--- src/rtl/axi_rd_arbiter.sv ---
// Two-master AXI4 read arbiter: icache (m0) and LSU (m1) share one downstream AR/R channel.
// One burst in flight at a time; grant held from AR handshake through the rlast beat.
module axi_rd_arbiter #(
  parameter int unsigned FIXED_PRIO = 0,
  parameter int unsigned ADDR_W     = 32,
  parameter int unsigned DATA_W     = 32
) (
  input  logic              i_clock,
  input  logic              i_reset,
  input  logic [ADDR_W-1:0] i_m0_araddr,
  input  logic [3:0]        i_m0_arid,
  input  logic [7:0]        i_m0_arlen,
  input  logic [2:0]        i_m0_arsize,
  input  logic [1:0]        i_m0_arburst,
  input  logic              i_m0_arvalid,
  output logic              o_m0_arready,
  output logic [DATA_W-1:0] o_m0_rdata,
  output logic [1:0]        o_m0_rresp,
  output logic [3:0]        o_m0_rid,
  output logic              o_m0_rvalid,
  output logic              o_m0_rlast,
  input  logic              i_m0_rready,
  input  logic [ADDR_W-1:0] i_m1_araddr,
  input  logic [3:0]        i_m1_arid,
  input  logic [7:0]        i_m1_arlen,
  input  logic [2:0]        i_m1_arsize,
  input  logic [1:0]        i_m1_arburst,
  input  logic              i_m1_arvalid,
  output logic              o_m1_arready,
  output logic [DATA_W-1:0] o_m1_rdata,
  output logic [1:0]        o_m1_rresp,
  output logic [3:0]        o_m1_rid,
  output logic              o_m1_rvalid,
  output logic              o_m1_rlast,
  input  logic              i_m1_rready,
  output logic [ADDR_W-1:0] o_s_araddr,
  output logic [3:0]        o_s_arid,
  output logic [7:0]        o_s_arlen,
  output logic [2:0]        o_s_arsize,
  output logic [1:0]        o_s_arburst,
  output logic              o_s_arvalid,
  input  logic              i_s_arready,
  input  logic [DATA_W-1:0] i_s_rdata,
  input  logic [1:0]        i_s_rresp,
  input  logic [3:0]        i_s_rid,
  input  logic              i_s_rvalid,
  input  logic              i_s_rlast,
  output logic              o_s_rready,
  output logic              o_busy
);

  typedef enum logic [1:0] {IDLE, AR, R} state_t;

  state_t state, state_nxt;
  logic   grant, grant_nxt;
  logic   last_grant, last_grant_nxt;
  logic   sel_arvalid, sel_rready;

  assign sel_arvalid = grant ? i_m1_arvalid : i_m0_arvalid;
  assign sel_rready  = grant ? i_m1_rready  : i_m0_rready;

  always_ff @(posedge i_clock) begin
    if (i_reset) begin
      state      <= IDLE;
      grant      <= 1'b0;
      last_grant <= 1'b1;
    end else begin
      state      <= state_nxt;
      grant      <= grant_nxt;
      last_grant <= last_grant_nxt;
    end
  end

  always_comb begin
    state_nxt      = state;
    grant_nxt      = grant;
    last_grant_nxt = last_grant;
    case (state)
      IDLE: begin
        if (i_m0_arvalid || i_m1_arvalid) begin
          // Tie-break: m0 under fixed priority, otherwise whoever was not served last.
          if (i_m0_arvalid && i_m1_arvalid)
            grant_nxt = (FIXED_PRIO != 0) ? 1'b0 : ~last_grant;
          else
            grant_nxt = i_m1_arvalid;
          last_grant_nxt = grant_nxt;
          state_nxt      = AR;
        end
      end
      AR:      if (sel_arvalid && i_s_arready) state_nxt = R;
      R:       if (i_s_rvalid && sel_rready && i_s_rlast) state_nxt = IDLE;
      default: state_nxt = IDLE;
    endcase
  end

  always_comb begin
    o_s_araddr   = '0;
    o_s_arid     = '0;
    o_s_arlen    = '0;
    o_s_arsize   = '0;
    o_s_arburst  = '0;
    o_s_arvalid  = 1'b0;
    o_m0_arready = 1'b0;
    o_m1_arready = 1'b0;
    o_s_rready   = 1'b0;
    o_m0_rdata   = '0;
    o_m0_rresp   = '0;
    o_m0_rid     = '0;
    o_m0_rvalid  = 1'b0;
    o_m0_rlast   = 1'b0;
    o_m1_rdata   = '0;
    o_m1_rresp   = '0;
    o_m1_rid     = '0;
    o_m1_rvalid  = 1'b0;
    o_m1_rlast   = 1'b0;
    o_busy       = (state != IDLE);
    if (state == AR) begin
      o_s_araddr   = grant ? i_m1_araddr  : i_m0_araddr;
      o_s_arid     = grant ? i_m1_arid    : i_m0_arid;
      o_s_arlen    = grant ? i_m1_arlen   : i_m0_arlen;
      o_s_arsize   = grant ? i_m1_arsize  : i_m0_arsize;
      o_s_arburst  = grant ? i_m1_arburst : i_m0_arburst;
      o_s_arvalid  = sel_arvalid;
      o_m0_arready = ~grant & i_s_arready;
      o_m1_arready = grant & i_s_arready;
    end
    if (state == R) begin
      o_s_rready = sel_rready;
      if (grant) begin
        o_m1_rdata  = i_s_rdata;
        o_m1_rresp  = i_s_rresp;
        o_m1_rid    = i_s_rid;
        o_m1_rvalid = i_s_rvalid;
        o_m1_rlast  = i_s_rlast;
      end else begin
        o_m0_rdata  = i_s_rdata;
        o_m0_rresp  = i_s_rresp;
        o_m0_rid    = i_s_rid;
        o_m0_rvalid = i_s_rvalid;
        o_m0_rlast  = i_s_rlast;
      end
    end
  end

endmodule
--- config.mk ---
export PLATFORM = sky130hd
export DESIGN_NAME = axi_rd_arbiter
export DESIGN_NICKNAME = d
export VERILOG_FILES = /design/src/rtl/axi_rd_arbiter.sv
export SDC_FILE = /design/constraint.sdc
export NUM_CORES = 1
export LEC_CHECK = 0
export ABC_AREA = 1
export CAP_MARGIN = 30
export CORE_AREA = 4 4 105 107
export DETAILED_ROUTE_END_ITERATION = 8
export DIE_AREA = 0 0 109 111
export HOLD_SLACK_MARGIN = 0.02
export PLACE_DENSITY = 0.63
export SLEW_MARGIN = 20
export SYNTH_ARGS = -nofsm -noshare
export SYNTH_HDL_FRONTEND = slang
export SYNTH_SLANG_ARGS = --single-unit
export TNS_END_PERCENT = 1
--- constraint.sdc ---
create_clock -name i_clock -period 1.06 [get_ports i_clock]
set_clock_uncertainty 0.05 [all_clocks]
set_input_delay 0.106 -clock i_clock [delete_from_list [all_inputs] [get_ports i_clock]]
set_output_delay 0.106 -clock i_clock [all_outputs]
set_load 0.005 [all_outputs]
==> flow_summary.ini <==
[run_status]
outcome = finished with violations
violations = setup timing

[sta]
min_period_over_period_pct = 144
timing.hold.ws_ps = 441
min_period_ps = 1520
rsz0062_at_grt = yes
drv_slew = 0
setup_viol = 136
fmax_ghz = 0.657
hold_violations = 0
tightest_slew_ps = 197
slew-limit-headroom_pct = 86.8
layout_setup_ws_ps = -462

[synth]
netlist_area_um2 = 1550
synth_most_common_cell = nand2_1
ys_seq_area_share_pct = 5.15
async_flop_share_pct = 0
yosys_warnings = 0
ys.flop_type = dfxtp_1
synthDistinctLibCells = 18
syn_area_per_cell_um2 = 4.69
syn_nets = 476
synth_top_cell_by_area = nand2_1
synth_area_leaders = nand2_1 (27%), nor2_1 (19%), a21oi_1 (17%)
synth_edf_count = 0
synth_top_area_share_pct = 27.1
syn_inst = 331
synth_common_cells = nand2_1 (112), nor2_1 (79), a21oi_1 (54)
ys_ff_latch = 4

[clock_network]
clockBufferDepth = 2
cts.clk_slew.worst_paths_ps = 30
cts_sinks = 4
cts_tree = done
htreeDepth = 1
cts_buffers = 3
cts_root_buffer = clkbuf_8
clock_latency_ps = 220

[min_path]
hold_class = flop to flop

[critical_path]
max_stage_delay_ps = 340
crit_family = buffers and inverters
cp-start-kind = flop
crit_chain = inv_4, nor2_4, buf_6, nand2_8, clkbuf_16, nor2_4, clkbuf_2
critical_path_required_ps = 900
critical_path_class = flop to primary output
cp.arrival_ps = 1370
slowest_stage = dfxtp_2
cp-end-kind = primary output
worstPathBufferInverterCount = 4
path_max_fanout = 8
critPathMostFrequentCell = nor2_4

[routing]
drt_iter0_markers = 88
post_drt_wl_per_cell_um = 14.3
finalWirelength_um = 11000
vias_per_cell = 4.05
firstDrtPassIters = 4
vias = 3099
route.detailed.drc = 0
postRouteAntennaNets = 0

[floorplanning]
core_area_um2 = 10100
die-height_um = 111
die_x_um = 109
rows = 37
dieArea_um2 = 12100
pin_count = 279
initial_core_util_pct = 15.3

[grt]
grt_use_total_pct = 14.6
overflow = 0
grt_pass1_wl_um = 14400
grt_max_degree = 41
grt_pass1_vias = 2922
antenna_found_initial = 0

[layout]
antenna_cells = 0
fill_cells = 1073
utilization_pct = 46.0
drive_gt1_share_pct = 45.6
design_area_um2 = 4670
areaGrowthSynthToFinish_pct = 200
nets = 776

[power]
p_leak_nw = 2.40
peakVddDrop_v = 0.000309
power_density_nw_per_um2 = 478

[flow_run]
cap_violations = 0

[placed_design]
hpwlAfterDp_um = 8440
gp_congestion = 0.822
dpl_cell_area_um2 = 4580
portBuffers = 278
pre_cts_ws_ps = -635
-- metrics by stage --
step	setup TNS (ps)	std cells	power, W
2_1_floorplan	0	331	0.000747
3_3_place_gp	-70160	747	0.00187
3_5_place_dp	-72260	747	0.00188
4_1_cts	-53610	750	0.00208
5_1_grt	-57720	765	0.00240
6_report	-48630	765	0.00223
-- sequential cells by signal, summed over array words and instances, names as in the netlist --
register	flops
state	2
grant	1
last_grant	1
-- final timing paths --
kind,from,to,slack (ps),depth (start not counted)
hold / removal,last_grant$_SDFFE_PP1P_,last_grant$_SDFFE_PP1P_,440,2
setup reg to reg,state[1]$_SDFFE_PP0P_,state[1]$_SDFFE_PP0P_,-80,7
hold reg to reg,last_grant$_SDFFE_PP1P_,last_grant$_SDFFE_PP1P_,440,2
setup / recovery,state[1]$_SDFFE_PP0P_,o_m1_rid[0],-460,7
-- cell usage in the layout (no fill, tap or decap), drive strengths merged --
cell	instances
inv	44
dfxtp	4
a21oi	54
nor3	2
dlygate4sd2	2
buf	147
nand2	115
nor2	82
o21ai	1
clkinv	2
dlymetal6s2s	1
nand3	2
clkdlybuf4s15	7
clkdlybuf4s50	144
clkbuf	21
and2	1
-- cells by family after synthesis --
kind of cell	count (synthesis)	share of synthesized area, %
AO/OA/AOI/OAI	55	17.7
flip-flops	4	5.15
AND/OR/NAND/NOR	202	51.2
buffers and inverters	70	25.9
-- where the power goes --
part,switching [W],internal (W),total (W)
combinational,0.000733,0.000982,0.00172
sequential,0.0000234,0.000168,0.000191
clock,0.0000808,0.000242,0.000323
total,0.000837,0.00139,0.00223
-- worst reg2reg max path: stages, from the launching register on --
cell and delay (ps):
dfxtp_2 320, inv_4 70, nand2_4 80, buf_6 160, buf_4 130, clkinv_2 40, nand3_1 90, a21oi_2 130
-- layer usage --
metal  routed length [um]  global-route usage, %  vias to the layer above
met5                    0                      0                        -
met4                  152                   3.37                        0
met3                  985                   3.67                       12
met2                 5840                   29.8                      156
met1                 3990                   14.0                     1344
li1                     -                      -                     1587
-- cell type report --
| type | count | area [um^2] | area share, % |
|---|---|---|---|
| repair buffers | 319 | 2740 | 58.7 |
| flip-flops and latches | 4 | 88.8 | 1.90 |
| clock buffers | 3 | 41.3 | 0.884 |
| multi-input cells | 257 | 1440 | 30.8 |
| inverters | 46 | 189 | 4.05 |
| well taps | 136 | 170 | 3.65 |
-- timing repair --
item | in CTS | in global routing
endpoints found under the setup margin | 138 | 138
gates resized for setup | 386 | 253
hold endpoints to repair | 0 | 0
setup buffers | 0 | 7
cloned | 0 | 8
pin swaps | 11 | 5
hold buffers | 0 | 0
Note: power is estimated with default switching activity, not from simulation.
